`src/rtl/legv8_pkg.sv`:
```
// Shared definitions for the LEGv8 multi-cycle control unit: FSM state
// encodings, instruction opcodes, ALU function select (FS), PC source select
// (PS), branch condition codes and the bit map of the control word.
package legv8_pkg;

  typedef enum logic [1:0] {
    S_FETCH = 2'b00,
    S_EXEC  = 2'b01,
    S_EXEC2 = 2'b10,
    S_HALT  = 2'b11
  } state_e;

  // 11-bit opcodes, IR[31:21] (R-type, D-type, BR)
  localparam logic [10:0] OP_ADD  = 11'h458;
  localparam logic [10:0] OP_ADDS = 11'h558;
  localparam logic [10:0] OP_SUB  = 11'h658;
  localparam logic [10:0] OP_SUBS = 11'h758;
  localparam logic [10:0] OP_AND  = 11'h450;
  localparam logic [10:0] OP_ANDS = 11'h750;
  localparam logic [10:0] OP_ORR  = 11'h550;
  localparam logic [10:0] OP_EOR  = 11'h650;
  localparam logic [10:0] OP_LSL  = 11'h69B;
  localparam logic [10:0] OP_LSR  = 11'h69A;
  localparam logic [10:0] OP_LDUR = 11'h7C2;
  localparam logic [10:0] OP_STUR = 11'h7C0;
  localparam logic [10:0] OP_BR   = 11'h6B0;
  // 10-bit opcodes, IR[31:22] (I-type)
  localparam logic [9:0]  OP_ADDI = 10'h244;
  localparam logic [9:0]  OP_SUBI = 10'h344;
  localparam logic [9:0]  OP_ANDI = 10'h248;
  localparam logic [9:0]  OP_ORRI = 10'h2C8;
  localparam logic [9:0]  OP_EORI = 10'h348;
  // 9-bit opcode, IR[31:23]
  localparam logic [8:0]  OP_MOVZ = 9'h1A5;
  // 8-bit opcodes, IR[31:24]
  localparam logic [7:0]  OP_CBZ   = 8'hB4;
  localparam logic [7:0]  OP_CBNZ  = 8'hB5;
  localparam logic [7:0]  OP_BCOND = 8'h54;
  // 6-bit opcodes, IR[31:26]
  localparam logic [5:0]  OP_B    = 6'h05;
  localparam logic [5:0]  OP_BL   = 6'h25;

  // ALU function select; FS[0] is also the ALU carry-in
  localparam logic [4:0] FS_AND = 5'b00000;
  localparam logic [4:0] FS_ORR = 5'b00100;
  localparam logic [4:0] FS_ADD = 5'b01000;
  localparam logic [4:0] FS_SUB = 5'b01001;
  localparam logic [4:0] FS_EOR = 5'b01100;
  localparam logic [4:0] FS_LSL = 5'b10000;
  localparam logic [4:0] FS_LSR = 5'b10100;

  // PC source select
  localparam logic [1:0] PS_HOLD   = 2'b00;
  localparam logic [1:0] PS_INC    = 2'b01;
  localparam logic [1:0] PS_OFFSET = 2'b10;
  localparam logic [1:0] PS_REG    = 2'b11;

  localparam logic [4:0] REG_XZR = 5'd31;
  localparam logic [4:0] REG_LR  = 5'd30;

  // B.cond condition codes
  localparam logic [3:0] COND_EQ = 4'h0, COND_NE = 4'h1, COND_HS = 4'h2, COND_LO = 4'h3;
  localparam logic [3:0] COND_MI = 4'h4, COND_PL = 4'h5, COND_VS = 4'h6, COND_VC = 4'h7;
  localparam logic [3:0] COND_HI = 4'h8, COND_LS = 4'h9, COND_GE = 4'hA, COND_LT = 4'hB;
  localparam logic [3:0] COND_GT = 4'hC, COND_LE = 4'hD, COND_AL = 4'hE, COND_NV = 4'hF;

  // Control word bit map, LSB first. The PC source is carried entirely by PS,
  // so there is no separate PC-select bit and the word is DATA_WIDTH+29 wide.
  localparam int DA_LSB     = 0;
  localparam int SA_LSB     = 5;
  localparam int SB_LSB     = 10;
  localparam int FS_LSB     = 15;
  localparam int PS_LSB     = 20;
  localparam int WR_BIT     = 22;
  localparam int WM_BIT     = 23;
  localparam int SL_BIT     = 24;
  localparam int BSEL_BIT   = 25;
  localparam int EN_ALU_BIT = 26;
  localparam int EN_MEM_BIT = 27;
  localparam int EN_PC_BIT  = 28;
  localparam int K_LSB      = 29;

  // flags = {V,C,N,Z}
  function automatic logic cond_holds(input logic [3:0] cond, input logic [3:0] flags);
    logic v, c, n, z, t;
    {v, c, n, z} = flags;
    case (cond)
      COND_EQ: t = z;
      COND_NE: t = ~z;
      COND_HS: t = c;
      COND_LO: t = ~c;
      COND_MI: t = n;
      COND_PL: t = ~n;
      COND_VS: t = v;
      COND_VC: t = ~v;
      COND_HI: t = c & ~z;
      COND_LS: t = ~(c & ~z);
      COND_GE: t = (n == v);
      COND_LT: t = (n != v);
      COND_GT: t = ~z & (n == v);
      COND_LE: t = ~(~z & (n == v));
      COND_AL, COND_NV: t = 1'b1;
      default: t = 1'b1;
    endcase
    return t;
  endfunction

endpackage

```
`src/rtl/legv8_control_fsm_decoder.sv`:
```
// Combinational decoder: latched IR + datapath status -> control word for the
// EXEC and EXEC2 states. Outside those states it produces the all-zero NOP word.
//   state        in   current FSM state
//   ir           in   latched instruction
//   status       in   {V,C,N,Z} registered flags in [4:1], live ALU zero in [0]
//   control_word out  datapath control word
//   illegal      out  EXEC saw an unrecognised opcode
//   is_bl        out  EXEC is the first half of BL
module legv8_decoder
  import legv8_pkg::*;
#(
  parameter int DATA_WIDTH = 64,
  parameter int CW_WIDTH   = DATA_WIDTH + 29
) (
  input  state_e              state,
  input  logic [31:0]         ir,
  input  logic [4:0]          status,
  output logic [CW_WIDTH-1:0] control_word,
  output logic                illegal,
  output logic                is_bl
);

  logic [10:0] op11;
  logic [9:0]  op10;
  logic [8:0]  op9;
  logic [7:0]  op8;
  logic [5:0]  op6;
  logic [4:0]  rd, rn, rm;

  assign op11 = ir[31:21];
  assign op10 = ir[31:22];
  assign op9  = ir[31:23];
  assign op8  = ir[31:24];
  assign op6  = ir[31:26];
  assign rd   = ir[4:0];
  assign rn   = ir[9:5];
  assign rm   = ir[20:16];

  logic [DATA_WIDTH-1:0] k_i12, k_d9, k_b26, k_b19, k_movz, k_shamt;
  assign k_i12   = {{(DATA_WIDTH-12){1'b0}}, ir[21:10]};
  assign k_d9    = {{(DATA_WIDTH-9){ir[20]}}, ir[20:12]};
  assign k_b26   = {{(DATA_WIDTH-28){ir[25]}}, ir[25:0], 2'b00};
  assign k_b19   = {{(DATA_WIDTH-21){ir[23]}}, ir[23:5], 2'b00};
  assign k_movz  = {{(DATA_WIDTH-16){1'b0}}, ir[20:5]} << {ir[22:21], 4'b0000};
  assign k_shamt = {{(DATA_WIDTH-6){1'b0}}, ir[15:10]};

  // ALU-class opcode lookups kept apart from the main decode
  logic       r_hit, r_sl, i_hit;
  logic [4:0] r_fs, i_fs;

  always_comb begin
    r_hit = 1'b1;
    r_sl  = 1'b0;
    r_fs  = FS_AND;
    case (op11)
      OP_ADD:  r_fs = FS_ADD;
      OP_ADDS: begin r_fs = FS_ADD; r_sl = 1'b1; end
      OP_SUB:  r_fs = FS_SUB;
      OP_SUBS: begin r_fs = FS_SUB; r_sl = 1'b1; end
      OP_AND:  r_fs = FS_AND;
      OP_ANDS: begin r_fs = FS_AND; r_sl = 1'b1; end
      OP_ORR:  r_fs = FS_ORR;
      OP_EOR:  r_fs = FS_EOR;
      default: r_hit = 1'b0;
    endcase
    i_hit = 1'b1;
    i_fs  = FS_AND;
    case (op10)
      OP_ADDI: i_fs = FS_ADD;
      OP_SUBI: i_fs = FS_SUB;
      OP_ANDI: i_fs = FS_AND;
      OP_ORRI: i_fs = FS_ORR;
      OP_EORI: i_fs = FS_EOR;
      default: i_hit = 1'b0;
    endcase
  end

  logic [DATA_WIDTH-1:0] k;
  logic                  en_pc, en_mem, en_alu, bsel, sl, wm, wr;
  logic [1:0]            ps;
  logic [4:0]            fs, sb, sa, da;

  always_comb begin
    k = '0; en_pc = 1'b0; en_mem = 1'b0; en_alu = 1'b0; bsel = 1'b0;
    sl = 1'b0; wm = 1'b0; wr = 1'b0; ps = PS_HOLD; fs = FS_AND;
    sb = '0; sa = '0; da = '0;
    illegal = 1'b0;
    is_bl   = 1'b0;
    if (state == S_EXEC2) begin
      // second half of BL: IR still holds the BL, take the branch
      ps = PS_OFFSET; k = k_b26;
    end else if (state == S_EXEC) begin
      if (r_hit) begin
        sa = rn; sb = rm; da = rd; fs = r_fs; sl = r_sl;
        en_alu = 1'b1; wr = 1'b1; ps = PS_INC;
      end else if (op11 == OP_LSL || op11 == OP_LSR) begin
        sa = rn; da = rd; bsel = 1'b1; k = k_shamt;
        fs = (op11 == OP_LSL) ? FS_LSL : FS_LSR;
        en_alu = 1'b1; wr = 1'b1; ps = PS_INC;
      end else if (op11 == OP_LDUR) begin
        sa = rn; da = rd; bsel = 1'b1; k = k_d9; fs = FS_ADD;
        en_mem = 1'b1; wr = 1'b1; ps = PS_INC;
      end else if (op11 == OP_STUR) begin
        sa = rn; sb = rd; bsel = 1'b1; k = k_d9; fs = FS_ADD;
        wm = 1'b1; ps = PS_INC;
      end else if (op11 == OP_BR) begin
        sa = rn; ps = PS_REG;
      end else if (op9 == OP_MOVZ) begin
        sa = REG_XZR; da = rd; bsel = 1'b1; k = k_movz; fs = FS_ORR;
        en_alu = 1'b1; wr = 1'b1; ps = PS_INC;
      end else if (i_hit) begin
        sa = rn; da = rd; bsel = 1'b1; k = k_i12; fs = i_fs;
        en_alu = 1'b1; wr = 1'b1; ps = PS_INC;
      end else if (op8 == OP_CBZ || op8 == OP_CBNZ) begin
        // XZR | Rt passes Rt through the ALU so status[0] reflects Rt==0.
        // PS never feeds back into the ALU, so this is loop-free.
        sa = REG_XZR; sb = rd; fs = FS_ORR; k = k_b19;
        ps = (status[0] ^ (op8 == OP_CBNZ)) ? PS_OFFSET : PS_INC;
      end else if (op8 == OP_BCOND) begin
        k  = k_b19;
        ps = cond_holds(ir[3:0], status[4:1]) ? PS_OFFSET : PS_INC;
      end else if (op6 == OP_B) begin
        k = k_b26; ps = PS_OFFSET;
      end else if (op6 == OP_BL) begin
        // PC drives the bus (PC+4) into X30; PC holds until EXEC2
        en_pc = 1'b1; da = REG_LR; wr = 1'b1; is_bl = 1'b1;
      end else begin
        illegal = 1'b1;
      end
    end
  end

  always_comb begin
    control_word = '0;
    control_word[DA_LSB +: 5]          = da;
    control_word[SA_LSB +: 5]          = sa;
    control_word[SB_LSB +: 5]          = sb;
    control_word[FS_LSB +: 5]          = fs;
    control_word[PS_LSB +: 2]          = ps;
    control_word[WR_BIT]               = wr;
    control_word[WM_BIT]               = wm;
    control_word[SL_BIT]               = sl;
    control_word[BSEL_BIT]             = bsel;
    control_word[EN_ALU_BIT]           = en_alu;
    control_word[EN_MEM_BIT]           = en_mem;
    control_word[EN_PC_BIT]            = en_pc;
    control_word[K_LSB +: DATA_WIDTH]  = k;
  end

endmodule

```
`src/rtl/legv8_control_fsm.sv`:
```
// LEGv8 multi-cycle control unit. FETCH latches the instruction into IR,
// EXEC (and EXEC2 for BL) issue the decoded control word, unrecognised
// opcodes park the unit in HALT until reset.
//   clock        in   system clock
//   reset        in   async active-high reset
//   instruction  in   instruction ROM output at the current PC
//   status       in   {V,C,N,Z} flags in [4:1], live ALU zero in [0]
//   control_word out  {constant, EN_PC, EN_Mem, EN_ALU, Bsel, SL, WM, WR, PS, FS, SB, SA, DA}
//   state        out  current FSM state
//   halted       out  high in HALT
module legv8_control_fsm
  import legv8_pkg::*;
#(
  parameter int DATA_WIDTH = 64,
  parameter int CW_WIDTH   = DATA_WIDTH + 29
) (
  input  logic                clock,
  input  logic                reset,
  input  logic [31:0]         instruction,
  input  logic [4:0]          status,
  output logic [CW_WIDTH-1:0] control_word,
  output logic [1:0]          state,
  output logic                halted
);

  state_e      state_q, state_d;
  logic [31:0] ir_q;
  logic        illegal, is_bl;

  always_ff @(posedge clock or posedge reset) begin
    if (reset) begin
      state_q <= S_FETCH;
      ir_q    <= '0;
    end else begin
      state_q <= state_d;
      if (state_q == S_FETCH) ir_q <= instruction;
    end
  end

  always_comb begin
    state_d = state_q;
    case (state_q)
      S_FETCH: state_d = S_EXEC;
      S_EXEC:  state_d = illegal ? S_HALT : (is_bl ? S_EXEC2 : S_FETCH);
      S_EXEC2: state_d = S_FETCH;
      S_HALT:  state_d = S_HALT;
      default: state_d = S_FETCH;
    endcase
    state  = state_q;
    halted = (state_q == S_HALT);
  end

  // Word is purely combinational from state, so an async reset forces the
  // NOP word in the same instant the state returns to FETCH.
  legv8_decoder #(.DATA_WIDTH(DATA_WIDTH), .CW_WIDTH(CW_WIDTH)) u_dec (
    .state        (state_q),
    .ir           (ir_q),
    .status       (status),
    .control_word (control_word),
    .illegal      (illegal),
    .is_bl        (is_bl)
  );

  a_bus_exclusive: assert property (@(posedge clock) disable iff (reset)
    $onehot0({control_word[EN_PC_BIT], control_word[EN_MEM_BIT], control_word[EN_ALU_BIT]}));

endmodule

```
`config.mk`:
```
export PLATFORM = sky130hd
export DESIGN_NAME = legv8_control_fsm
export DESIGN_NICKNAME = d
export VERILOG_FILES = /design/src/rtl/legv8_pkg.sv /design/src/rtl/legv8_control_fsm_decoder.sv /design/src/rtl/legv8_control_fsm.sv
export SDC_FILE = /design/constraint.sdc
export NUM_CORES = 1
export LEC_CHECK = 0
export CAP_MARGIN = 10
export CORE_AREA = 2 2 99 101
export CTS_CLUSTER_SIZE = 14
export DETAILED_ROUTE_END_ITERATION = 8
export DIE_AREA = 0 0 101 103
export PLACE_DENSITY = 0.77
export SYNTH_ARGS = -nofsm -noshare
export SYNTH_HDL_FRONTEND = slang
export SYNTH_SLANG_ARGS = --single-unit
```
`constraint.sdc`:
```
create_clock -name clock -period 2.4 [get_ports clock]
set_clock_uncertainty 0.05 [all_clocks]
set_input_delay 0.48 -clock clock [delete_from_list [all_inputs] [get_ports clock]]
set_output_delay 0.48 -clock clock [all_outputs]
set_load 0.01 [all_outputs]
```
## Word-level counts from Yosys, hierarchy flattened

Index checks and enable logic that the tools add are counted.

| storage, ports and cells | value |
|---|---|
| memories | 0 |
| latch bits | 0 |
| logic and storage cells | 220 |
| bits in writable memories | 0 |
| input bits | 39 |
| ROM bits | 0 |
| flip-flop bits (word level) | 34 |

| operators by class | value |
|---|---|
| magnitude comparators | 0 |
| add/sub/neg operators | 0 |
| bitwise logic cells | 9 |
| multiplexer cells | 154 |
| eq/ne operators | 44 |
| div/mod/pow operators | 0 |
| multiply operators | 0 |
| reductions and logical operators | 10 |
| shifts and indexed selects | 1 |

Operators with widths:

| operator | number |
|---|---|
| 64-bit two-way mux | 12 |
| 5-bit two-way mux | 42 |
| 11-bit == test, second input constant | 13 |
| 1-bit two-way mux | 78 |
| 16-bit by 6-bit left shift with 64-bit output | 1 |
| 10-bit == test, second input constant | 5 |
| 4-bit == test, second input constant | 8 |
| 2-bit two-way mux | 16 |
| 4-bit case mux with 4 select lines | 2 |
| 4-bit by 3-bit == test with 1-bit output, second input constant | 4 |
| 8-bit == test, second input constant | 2 |
| 1-bit case mux with 15 select lines | 1 |
| 9-bit == test, second input constant | 1 |
| 4-bit by 2-bit == test with 1-bit output, second input constant | 2 |
| 8-bit by 7-bit == test with 1-bit output, second input constant | 1 |
| 2-bit case mux with 4 select lines | 1 |
| 8-bit OR reduction | 1 |
| 6-bit by 3-bit == test with 1-bit output, second input constant | 1 |
| 6-bit == test, second input constant | 1 |
| 3-bit two-way mux | 2 |
| 1-bit NOT | 6 |
| 2-bit OR reduction | 3 |
| 5-bit OR reduction | 1 |
| 2-bit == test, second input constant | 2 |
| other kinds (10) | 12 |

## Longest topological paths before layout

Gate-level depths: netlist of run 1.

| logic depth | value |
|---|---|
| depth after elaboration | 27 |
| gate-level depth with buffers | 10 |
| gate-level depth less buffers | 6 |

## Cells and area by module

From an unflattened synthesis of run 1, not the netlist that was laid out.

| second synthesis, totals | value |
|---|---|
| cells, all modules | 510 |
| area total of the unflattened synthesis | 4156.5 um2 |

By module, submodules not included:

| module | cells each | area each (um2) | times used | seq. area each (um2) |
|---|---|---|---|---|
| legv8_decoder | 435 | 2741.4 | 1 | 0.0 |
| legv8_control_fsm | 75 | 1415.1 | 1 | 850.8 |

## Worst setup path before layout of run 1

No wires, ideal clock.

| timing | value |
|---|---|
| path type | register to output |
| start | reg ir_q[30] |
| end | out control_word[37] |
| slack | -119 ps |
| cell stages (with the launch flop) | 9 |
| data arrival time | 1989 ps |
| buffers on the path | 2 |
| path through | dfrtp_1 > buf_2 > and4b_1 > buf_2 > and4_4 > nor3_4 > o21ai_2 > or2_4 > o311ai_1 |

| on the way | value |
|---|---|
| word-level cells in the longest chain between the ends | 13 |

Ends and longest elaborated chain:

| item | RTL line | source |
|---|---|---|
| start, declared | legv8_control_fsm.sv:27 | `logic [31:0] ir_q;` |
| start signal, assigned | legv8_control_fsm.sv:36 | `if (state_q == S_FETCH) ir_q <= instruction;` |
| 6-bit by 3-bit == test with 1-bit output | legv8_control_fsm_decoder.sv:122 | `end else if (op6 == OP_B) begin` |
| 64-bit two-way mux | legv8_control_fsm_decoder.sv:122 |  |
| 64-bit two-way mux | legv8_control_fsm_decoder.sv:119 | `end else if (op8 == OP_BCOND) begin` |
| 64-bit two-way mux | legv8_control_fsm_decoder.sv:114 | `end else if (op8 == OP_CBZ \|\| op8 == OP_CBNZ) begin` |
| 64-bit two-way mux | legv8_control_fsm_decoder.sv:111 | `end else if (i_hit) begin` |
| 64-bit two-way mux | legv8_control_fsm_decoder.sv:108 | `end else if (op9 == OP_MOVZ) begin` |
| 64-bit two-way mux | legv8_control_fsm_decoder.sv:106 | `end else if (op11 == OP_BR) begin` |
| 64-bit two-way mux | legv8_control_fsm_decoder.sv:103 | `end else if (op11 == OP_STUR) begin` |
| 64-bit two-way mux | legv8_control_fsm_decoder.sv:100 | `end else if (op11 == OP_LDUR) begin` |
| 64-bit two-way mux | legv8_control_fsm_decoder.sv:96 | `end else if (op11 == OP_LSL \|\| op11 == OP_LSR) begin` |
| 64-bit two-way mux (*) | legv8_control_fsm_decoder.sv:93 | `if (r_hit) begin` |
| 64-bit two-way mux (*) | legv8_control_fsm_decoder.sv:92 | `end else if (state == S_EXEC) begin` |
| 64-bit two-way mux (*) | legv8_control_fsm_decoder.sv:89 | `if (state == S_EXEC2) begin` |
| end, declared | legv8_control_fsm.sv:21 | `output logic [CW_WIDTH-1:0] control_word,` |

Every way passes the cells marked *; elsewhere a longest branch is shown, timed or not.

## Final worst setup path of run 1

| timing | value |
|---|---|
| start | reg ir_q[27] |
| end | out control_word[49] |

The elaborated chain is that of the path after synthesis.

==> results of run 1 <==
## synthesized netlist by cell type (5+ instances only)
master     count
a211oi_1       6
a21o_1         5
a21oi_1       83
a221o_1       11
a221oi_1      10
a22oi_1       12
and2_1         5
buf_2         15
buf_4         11
clkbuf_1      38
dfrtp_1       34
inv_1          5
mux2_2        29
nand2_1       27
nand2b_1       6
nand3_1        7
nand4_1        5
nor2_1        36
nor2b_1       10
o21ai_0       42
o21ai_1        8
o2bb2ai_1     10
## layout make-up
cell class	instances	share of cell area
Multi-Input combinational cell	390	0.4553
Timing Repair Buffer	330	0.3889
Clock buffer	5	0.009264
Sequential cell	34	0.1155
Tap cell	114	0.01920
Inverter	5	0.002527
Clock inverter	3	0.009264
## worst max path at each step
stage               from               end  slack (ns)
2_1_floorplan   ir_q[29]  control_word[31]       -0.07
4_1_cts        status[1]  control_word[21]       -0.65
5_1_grt         ir_q[27]  control_word[66]       -0.80
3_3_place_gp   status[4]  control_word[21]       -0.95
3_5_place_dp   status[4]  control_word[21]       -1.12
6_report        ir_q[27]  control_word[49]       -0.70
## layer usage
| metal | part of all wire | vias to the layer above | global-route usage |
|---|---|---|---|
| li1 | - | 2415 | - |
| met1 | 0.40 | 2750 | 0.4605 |
| met2 | 0.46 | 354 | 0.5713 |
| met3 | 0.084 | 108 | 0.06576 |
| met4 | 0.050 | 0 | 0.1486 |
| met5 | 0 | - | 0 |
## worst register-to-register path, cell delays in order, from the launching register on
cell and delay (ns):
dfrtp_2 0.47, buf_6 0.14, nor4b_4 0.25, buf_4 0.20
buf_6 0.11, nand4_1 0.17, buf_4 0.20, o21ai_4 0.09
nor3_4 0.08, buf_4 0.14, and3_1 0.15, o31a_1 0.23
## per-stage QoR
step / cells / instance area, µm² / hold WS [ns] / worst slack [ns] / utilization
2_1_floorplan: 501 / 3899 / 0.4896 / -0.07394 / -
3_3_place_gp: 812 / 6167 / 0.5495 / -0.9467 / 0.6520
3_5_place_dp: 812 / 6167 / 0.5585 / -1.118 / 0.6520
4_1_cts: 864 / 6820 / 0.5538 / -0.6461 / 0.7210
5_1_grt: 881 / 7428 / 0.5849 / -0.7959 / 0.7853
6_report: 881 / 7428 / 0.5308 / -0.6966 / 0.7853
## cells by family after synthesis
group	after synthesis
AO/OA/AOI/OAI	219
XOR/XNOR	4
buffers and inverters	77
flip-flops	34
multiplexers	30
other	1
AND/OR/NAND/NOR	136
## sequential cells by signal (all words and copies together) (netlist names)
name   cells
state      2
ir_q      32
## power by group
part | total, mW | internal, mW | switching [mW]
registers | 1.46 | 0.862 | 0.598
logic | 4.43 | 2.12 | 2.31
clock network | 0.694 | 0.417 | 0.277
## what timing repair did
action | 4_1_cts | 5_1_grt
endpoints found under the setup margin | 92 | 92
pin swaps | 37 | 67
resized for setup | 500 | 118
buffers inserted | 42 | 25
cloned | 4 | 2
==> results.toml, run 1 <==
[drt]
wl_per_cell_um = 22.68
postRouteWirelength_um = 19980
antenna_left = 0
drc = 0
num_vias = 5627
first_pass_iters = 5
via_per_inst = 6.387
drtIter0Drc = 513

[synthesis]
synth_mux_area_frac = 0.08805
synth_top_family_by_area = "compound AO/OA/AOI/OAI gates"
synth_cell_types = 65
synth_warnings = 0
syn_avg_cell_area_um2 = 7.630
synthesis.nets = 540
synth_area_um2 = 3822
synth_compound_area_frac = 0.3702
synth_top_area_share = 0.2226
synth-edff-count = 0
ys_ff_latch = 34
yosys.area_share.adder = 0
synth-async-reset-ratio = 1.000
synth.area.top_cells = "dfrtp_1 (22%), a21oi_1 (11%), mux2_2 (8.5%)"
ys_seq_area_frac = 0.2226
synthCells = 501
yosys.area.top_type = "dfrtp_1"
synth_xor_area_frac = 0.009165
synth-simple-area-share = 0.2095
synth_ff_type = "dfrtp_1"

[critical_path]
max_stage_delay_ns = 0.47
cp.depth = 13
worstPathRequired_ns = 1.87
critPathBufInv = 7
cp_common_cell = "buf_6"
path_max_fanout = 7
criticalPathCategory = "reg -> out"
r2r_cells = 11
slowest_stage = "dfrtp_2"
r2r-start = "ir_q[27]"
cp-start-kind = "flop"
crit_family = "buffers and inverters"
r2r-end = "state[1]"
rrSetupSlack_ns = 0.03
cp_cell_sequence = "buf_6 > nor4b_4 > buf_4 > buf_6 > and4_4 > nor3_4 > o21ai_4 > buf_6 > o21ai_4 > buf_6 > buf_6 > o2bb2ai_4 > buf_6"
arrival_ns = 2.57
endpoint_kind = "primary output"

[die]
die_w_um = 101
core_area_um2 = 9459
initial_core_util = 0.4041
die_area_um2 = 10400
io_pins = 135
die_y_um = 103
rows = 36

[layout]
nNetsFinal = 805
mostFrequentLayoutCells = "buf_4 (129), buf_2 (76), a21oi_1 (68)"
area_delta_synth_final_pct = 94.34
antenna_cells = 0
regArea_um2 = 858.3
multi_input_comb_area_um2 = 3382
final_common_cell = "buf_4"
fillers = 614
drive_gt1_frac = 0.6232

[sta]
setup_ws_ns = -0.6966
hold_viol_final = 0
tns_ns = -51.12
finalSetupViolCount = 91
slew_viol_final = 0
post-route-min-period_ns = 3.097
fmaxAchievable_mhz = 322.9
relSlewSlack = 0.6499
min_period_over_period = 1.290
rsz0062_at_grt = "true"
worstMarginPinSlew_ns = 0.5252

[clocking]
cts.sinks = 34
path_clk_slew_ns = 0.09
root_buffer = "clkbuf_8"
clockBufferDepth = 2
worstSkewPairLatency_ns = 0.31
h-tree-depth = 2
ctsHoldBuffers = 0
cts_buffers = 5
cts_tree = "built"

[min_path]
hp-class = "in -> async"

[flow_run]
timing.max_cap.violations = 0

[status]
outcome = "finished, violations left"
violations = "setup timing"

[power]
ir_drop_mv = 0.6651
total_power_mw = 6.585
power_density_nw_per_um2 = 886.5
cellLeakagePower_nw = 3.332

[placement]
gp_congestion = 1.015
dpl.hpwl_um = 12780
io_buffers = 133

[global_routing]
first_global_vias = 5250
grt_pass1_wl_um = 28460
grt_max_degree = 35
grt.total_usage = 0.3517
grt.overflow.total = 0
antenna_found_initial = 0
Note: power is estimated with default switching activity, not from simulation.
==> run 2: changes to the inputs <==
clock period = 2.7 ns   (was 2.4 ns; I/O delays follow)
==> results.toml, run 2 (synthesis gave the netlist of run 1 again) <==
[placement]
dpl.hpwl_um = 12560
gp_congestion = 0.9493
io_buffers = 133
dp.cells = 806

[layout]
top_register = "ir_q"
fillers = 581
antenna_cells = 0
final_cells = 878
regArea_um2 = 857.1
largest_reg_flops = 32
mostFrequentLayoutCells = "buf_4 (124), buf_2 (80), buf_6 (69)"
nNetsFinal = 802
area_delta_synth_final_pct = 94.80
final_common_cell = "buf_4"
drive_gt1_frac = 0.6675
multi_input_comb_area_um2 = 3596

[die]
io_pins = 135
initial_core_util = 0.4041
die_area_um2 = 10400
rows = 36
die_w_um = 101
core_area_um2 = 9459
die_y_um = 103

[drt]
via_per_inst = 6.525
num_vias = 5729
first_pass_iters = 8
wl_per_cell_um = 23.77
drc = 0
postRouteWirelength_um = 20870
antenna_left = 0
drtIter0Drc = 619

[global_routing]
first_global_vias = 5194
grt_max_degree = 36
grt_pass1_wl_um = 28080
antenna_found_initial = 0
grt.overflow.total = 0
grt.total_usage = 0.3526

[clocking]
h-tree-depth = 2
clockBufferDepth = 2
cts_tree = "built"
worstSkewPairLatency_ns = 0.31
path_clk_slew_ns = 0.08
root_buffer = "clkbuf_8"
cts.sinks = 34
cts_buffers = 5

[sta]
slew_viol_final = 0
rsz0062_at_grt = "true"
worstMarginPinSlew_ns = 0.6386
finalSetupViolCount = 88
post-route-min-period_ns = 3.306
whs_ns = 0.5632
hold_viol_final = 0
min_period_over_period = 1.225
relSlewSlack = 0.5743
setup_ws_ns = -0.6064
fmaxAchievable_mhz = 302.4

[power]
pwr-share-clk = 0.085
power_density_nw_per_um2 = 803.3
total_power_mw = 5.981
p_seq_frac = 0.238
switchingPower_mw = 3.030
internal-power_mw = 2.952
cellLeakagePower_nw = 3.304
comb_power_share = 0.678
ir_drop_mv = 0.5444
p_sw_frac = 0.5065

[status]
violations = "setup timing"
outcome = "finished, violations left"

[critical_path]
arrival_ns = 2.72
worstPathRequired_ns = 2.11
criticalPathCategory = "reg -> out"
endpoint_kind = "primary output"
path_max_fanout = 5
cp-start-kind = "flop"

[min_path]
hp-class = "reg -> reg"

[flow_run]
timing.max_cap.violations = 0
## run 2: cell types whose count changed in the layout (fill, tap and decap cells not counted), moves of 5 or more
cell and change:
buf_12 -7, buf_6 +12, o21ai_2 +7, buf_4 -5, a21oi_2 +14, a21oi_1 -16
## run 2: cell type report
cell class / count / share of cell area
Multi-Input combinational cell: 392 / 0.4829
Timing Repair Buffer: 325 / 0.3650
Clock inverter: 3 / 0.006049
Inverter: 5 / 0.002521
Clock buffer: 5 / 0.009242
Sequential cell: 34 / 0.1151
Tap cell: 114 / 0.01916
## run 2: what timing repair did
action	in CTS	in global routing
setup endpoints to repair	92	91
pin swaps	70	106
hold buffers	0	0
gates resized for setup	544	154
buffers inserted	41	22
cloned	8	5
## run 2: layer usage
metal / part of all wire / routed length, µm / vias to the layer above / track usage
li1: - / - / 2415 / -
met1: 0.38 / 7969 / 2728 / 0.4672
met2: 0.46 / 9580 / 460 / 0.5626
met3: 0.11 / 2227 / 126 / 0.05492
met4: 0.052 / 1091 / 0 / 0.1726
met5: 0 / 0 / - / 0
## run 2: final timing paths
path                          start                to  slack (ns)  depth (start not counted)
max reg2reg                ir_q[27]          state[1]        0.27                         12
min in group asynchronous     reset          ir_q[29]        0.62                          3
max                        ir_q[27]  control_word[35]       -0.61                          9
min                        ir_q[30]          ir_q[30]        0.56                          1
min reg2reg                ir_q[30]          ir_q[30]        0.56                          1
max in group asynchronous     reset          ir_q[24]        1.62                          3
## run 2: per-stage QoR
step | setup slack (ns) | utilization | area [µm²] | setup TNS (ns)
6_report | -0.6064 | 0.7872 | 7446 | -25.25
5_1_grt | -0.5606 | 0.7872 | 7446 | -29.85
4_1_cts | -0.3824 | 0.7077 | 6694 | -17.65
3_5_place_dp | -0.9038 | 0.6291 | 5951 | -39.02
3_3_place_gp | -0.8468 | 0.6291 | 5951 | -37.67
2_1_floorplan | 0.1212 | - | 3822 | 0
## run 2: power by group through the flow
| stage | Combinational, mW | Clock, mW | Sequential, mW |
|---|---|---|---|
| 2_1_floorplan | 1.61 | 0 | 0.932 |
| 3_3_place_gp | 2.94 | 0 | 1.29 |
| 3_5_place_dp | 2.98 | 0 | 1.30 |
| 4_1_cts | 3.41 | 0.505 | 1.33 |
| 5_1_grt | 4.18 | 0.532 | 1.43 |
| 6_report | 4.05 | 0.506 | 1.42 |
## run 2: worst max-delay path: stages, from the launching register on
cell,delay (ns)
dfrtp_2,0.46
buf_6,0.15
nor4_4,0.37
a32oi_4,0.19
buf_6,0.16
nor2_4,0.19
a221oi_2,0.11
a211oi_1,0.39
a221o_1,0.23
buf_2,0.16
==> run 3: changes to the inputs <==
HOLD_SLACK_MARGIN = 0.06   (was unset)
RECOVER_POWER = 50   (was unset)
==> results.toml, run 3 (synthesis gave the netlist of run 1 again) <==
[critical_path]
endpoint_kind = "primary output"
path_max_fanout = 5
r2r-end = "state[1]"
criticalPathCategory = "reg -> out"
crit_end = "control_word[35]"
worstPathRequired_ns = 2.11
r2r-start = "ir_q[27]"
cp-startpoint = "ir_q[27]"
rrSetupSlack_ns = 0.28
arrival_ns = 2.71
r2r_cells = 12
cp-start-kind = "flop"

[layout]
post-route-util = 0.7862
antenna_cells = 0
regArea_um2 = 857.1
drive_gt1_frac = 0.6662
top_register = "ir_q"
area_delta_synth_final_pct = 94.57
mostFrequentLayoutCells = "buf_4 (121), buf_2 (80), buf_6 (69)"
final_common_cell = "buf_4"
multi_input_comb_area_um2 = 3596
final_cells = 878
fin_area_um2 = 7437
fillers = 582
nNetsFinal = 802
largest_reg_flops = 32

[clocking]
clockBufferDepth = 2
path_clk_slew_ns = 0.08
cts_tree = "built"
cts_buffers = 5
h-tree-depth = 2
worstSkewPairLatency_ns = 0.31
ctsHoldBuffers = 0
cts.sinks = 34
root_buffer = "clkbuf_8"

[drt]
wl_per_cell_um = 23.79
first_pass_iters = 6
num_vias = 5685
antenna_left = 0
drc = 0
postRouteWirelength_um = 20890
drtIter0Drc = 590
via_per_inst = 6.475

[status]
outcome = "finished, violations left"
violations = "setup timing"

[sta]
relSlewSlack = 0.3582
worstMarginPinSlew_ns = 0.9627
rsz0062_at_grt = "true"
setup_ws_ns = -0.6035
slew_viol_final = 0
post-route-min-period_ns = 3.303
hold_viol_final = 0
min_period_over_period = 1.224
fmaxAchievable_mhz = 302.7
finalSetupViolCount = 88

[global_routing]
grt_util_met1 = 0.4672
met3_usage = 0.05492
top_usage_layer = "met2"
grt.overflow.total = 0
antenna_found_initial = 0
grt_max_degree = 36
grt.total_usage = 0.3526
grt_pass1_wl_um = 28080
met2_usage = 0.5626
first_global_vias = 5194

[placement]
io_buffers = 133
dpl-instance-area_um2 = 5951
gp_congestion = 0.9493
dpl.hpwl_um = 12560
post-place-ws_ns = -0.9038
dp.cells = 806

[min_path]
hp-class = "reg -> reg"
hold_start = "ir_q[30]"

[power]
total_power_mw = 5.987
ir_drop_mv = 0.5426
cellLeakagePower_nw = 3.300
power_density_nw_per_um2 = 805.0

[die]
io_pins = 135
core_area_um2 = 9459
initial_core_util = 0.4041
die_area_um2 = 10400
die_w_um = 101
die_y_um = 103
rows = 36

[flow_run]
timing.max_cap.violations = 0
[run 3: cell count changes in the layout (fill, tap and decap cells not counted)]
cell	previous run	this run
clkbuf_2	1	3
dlygate4sd3_1	0	1
buf_4	124	121
clkdlybuf4s50_1	37	36
clkbuf_1	0	1
[run 3: worst min-delay path by stage]
stage	to	slack (ns)	depth (start not counted)
floorplan	ir_q[20]	0.49	2
global placement	ir_q[27]	0.52	1
detailed placement	ir_q[27]	0.55	1
CTS	ir_q[30]	0.56	1
global route	ir_q[30]	0.59	1
finish	ir_q[30]	0.56	1
[run 3: layer usage]
layer | part of all wire | vias up
met3 | 0.10 | 123
met5 | 0 | -
met2 | 0.46 | 455
met1 | 0.39 | 2694
met4 | 0.054 | 0
li1 | - | 2413
[run 3: cell type report]
type	count	share of cell area
clock buffer	5	0.009253
clock inverter	3	0.006057
sequential	34	0.1152
timing repair buffer	325	0.3642
tap	114	0.01918
inverter	5	0.002524
multi-input combinational	392	0.4835
[run 3: through the flow]
stage / hold slack [ns] / TNS [ns]
2_1_floorplan: 0.4896 / 0
3_3_place_gp: 0.5216 / -37.67
3_5_place_dp: 0.5508 / -39.02
4_1_cts: 0.5611 / -17.65
5_1_grt: 0.5917 / -29.85
6_report: 0.5586 / -25.41
[run 3: power breakdown]
group | switching, mW | internal, mW | leakage [nW]
Sequential | 0.661 | 0.761 | 0.386
Clock | 0.236 | 0.275 | 0.0504
Combinational | 2.14 | 1.91 | 2.86
[run 3: timing repair]
| item | 4_1_cts | 5_1_grt |
|---|---|---|
| endpoints found under the setup margin | 92 | 91 |
| resized for setup | 544 | 154 |
| pin swaps | 70 | 106 |
| buffers inserted | 41 | 22 |
| endpoints found under the hold margin | 0 | 0 |
| cloned | 8 | 5 |
[run 3: worst max-delay path: stages, from the launching register on]
cell and delay [ns]:
dfrtp_2 0.45, buf_6 0.14, nor4_4 0.37, a32oi_4 0.19, buf_6 0.16, nor2_4 0.18
a221oi_2 0.11, a211oi_1 0.38, a221o_1 0.24, buf_2 0.16
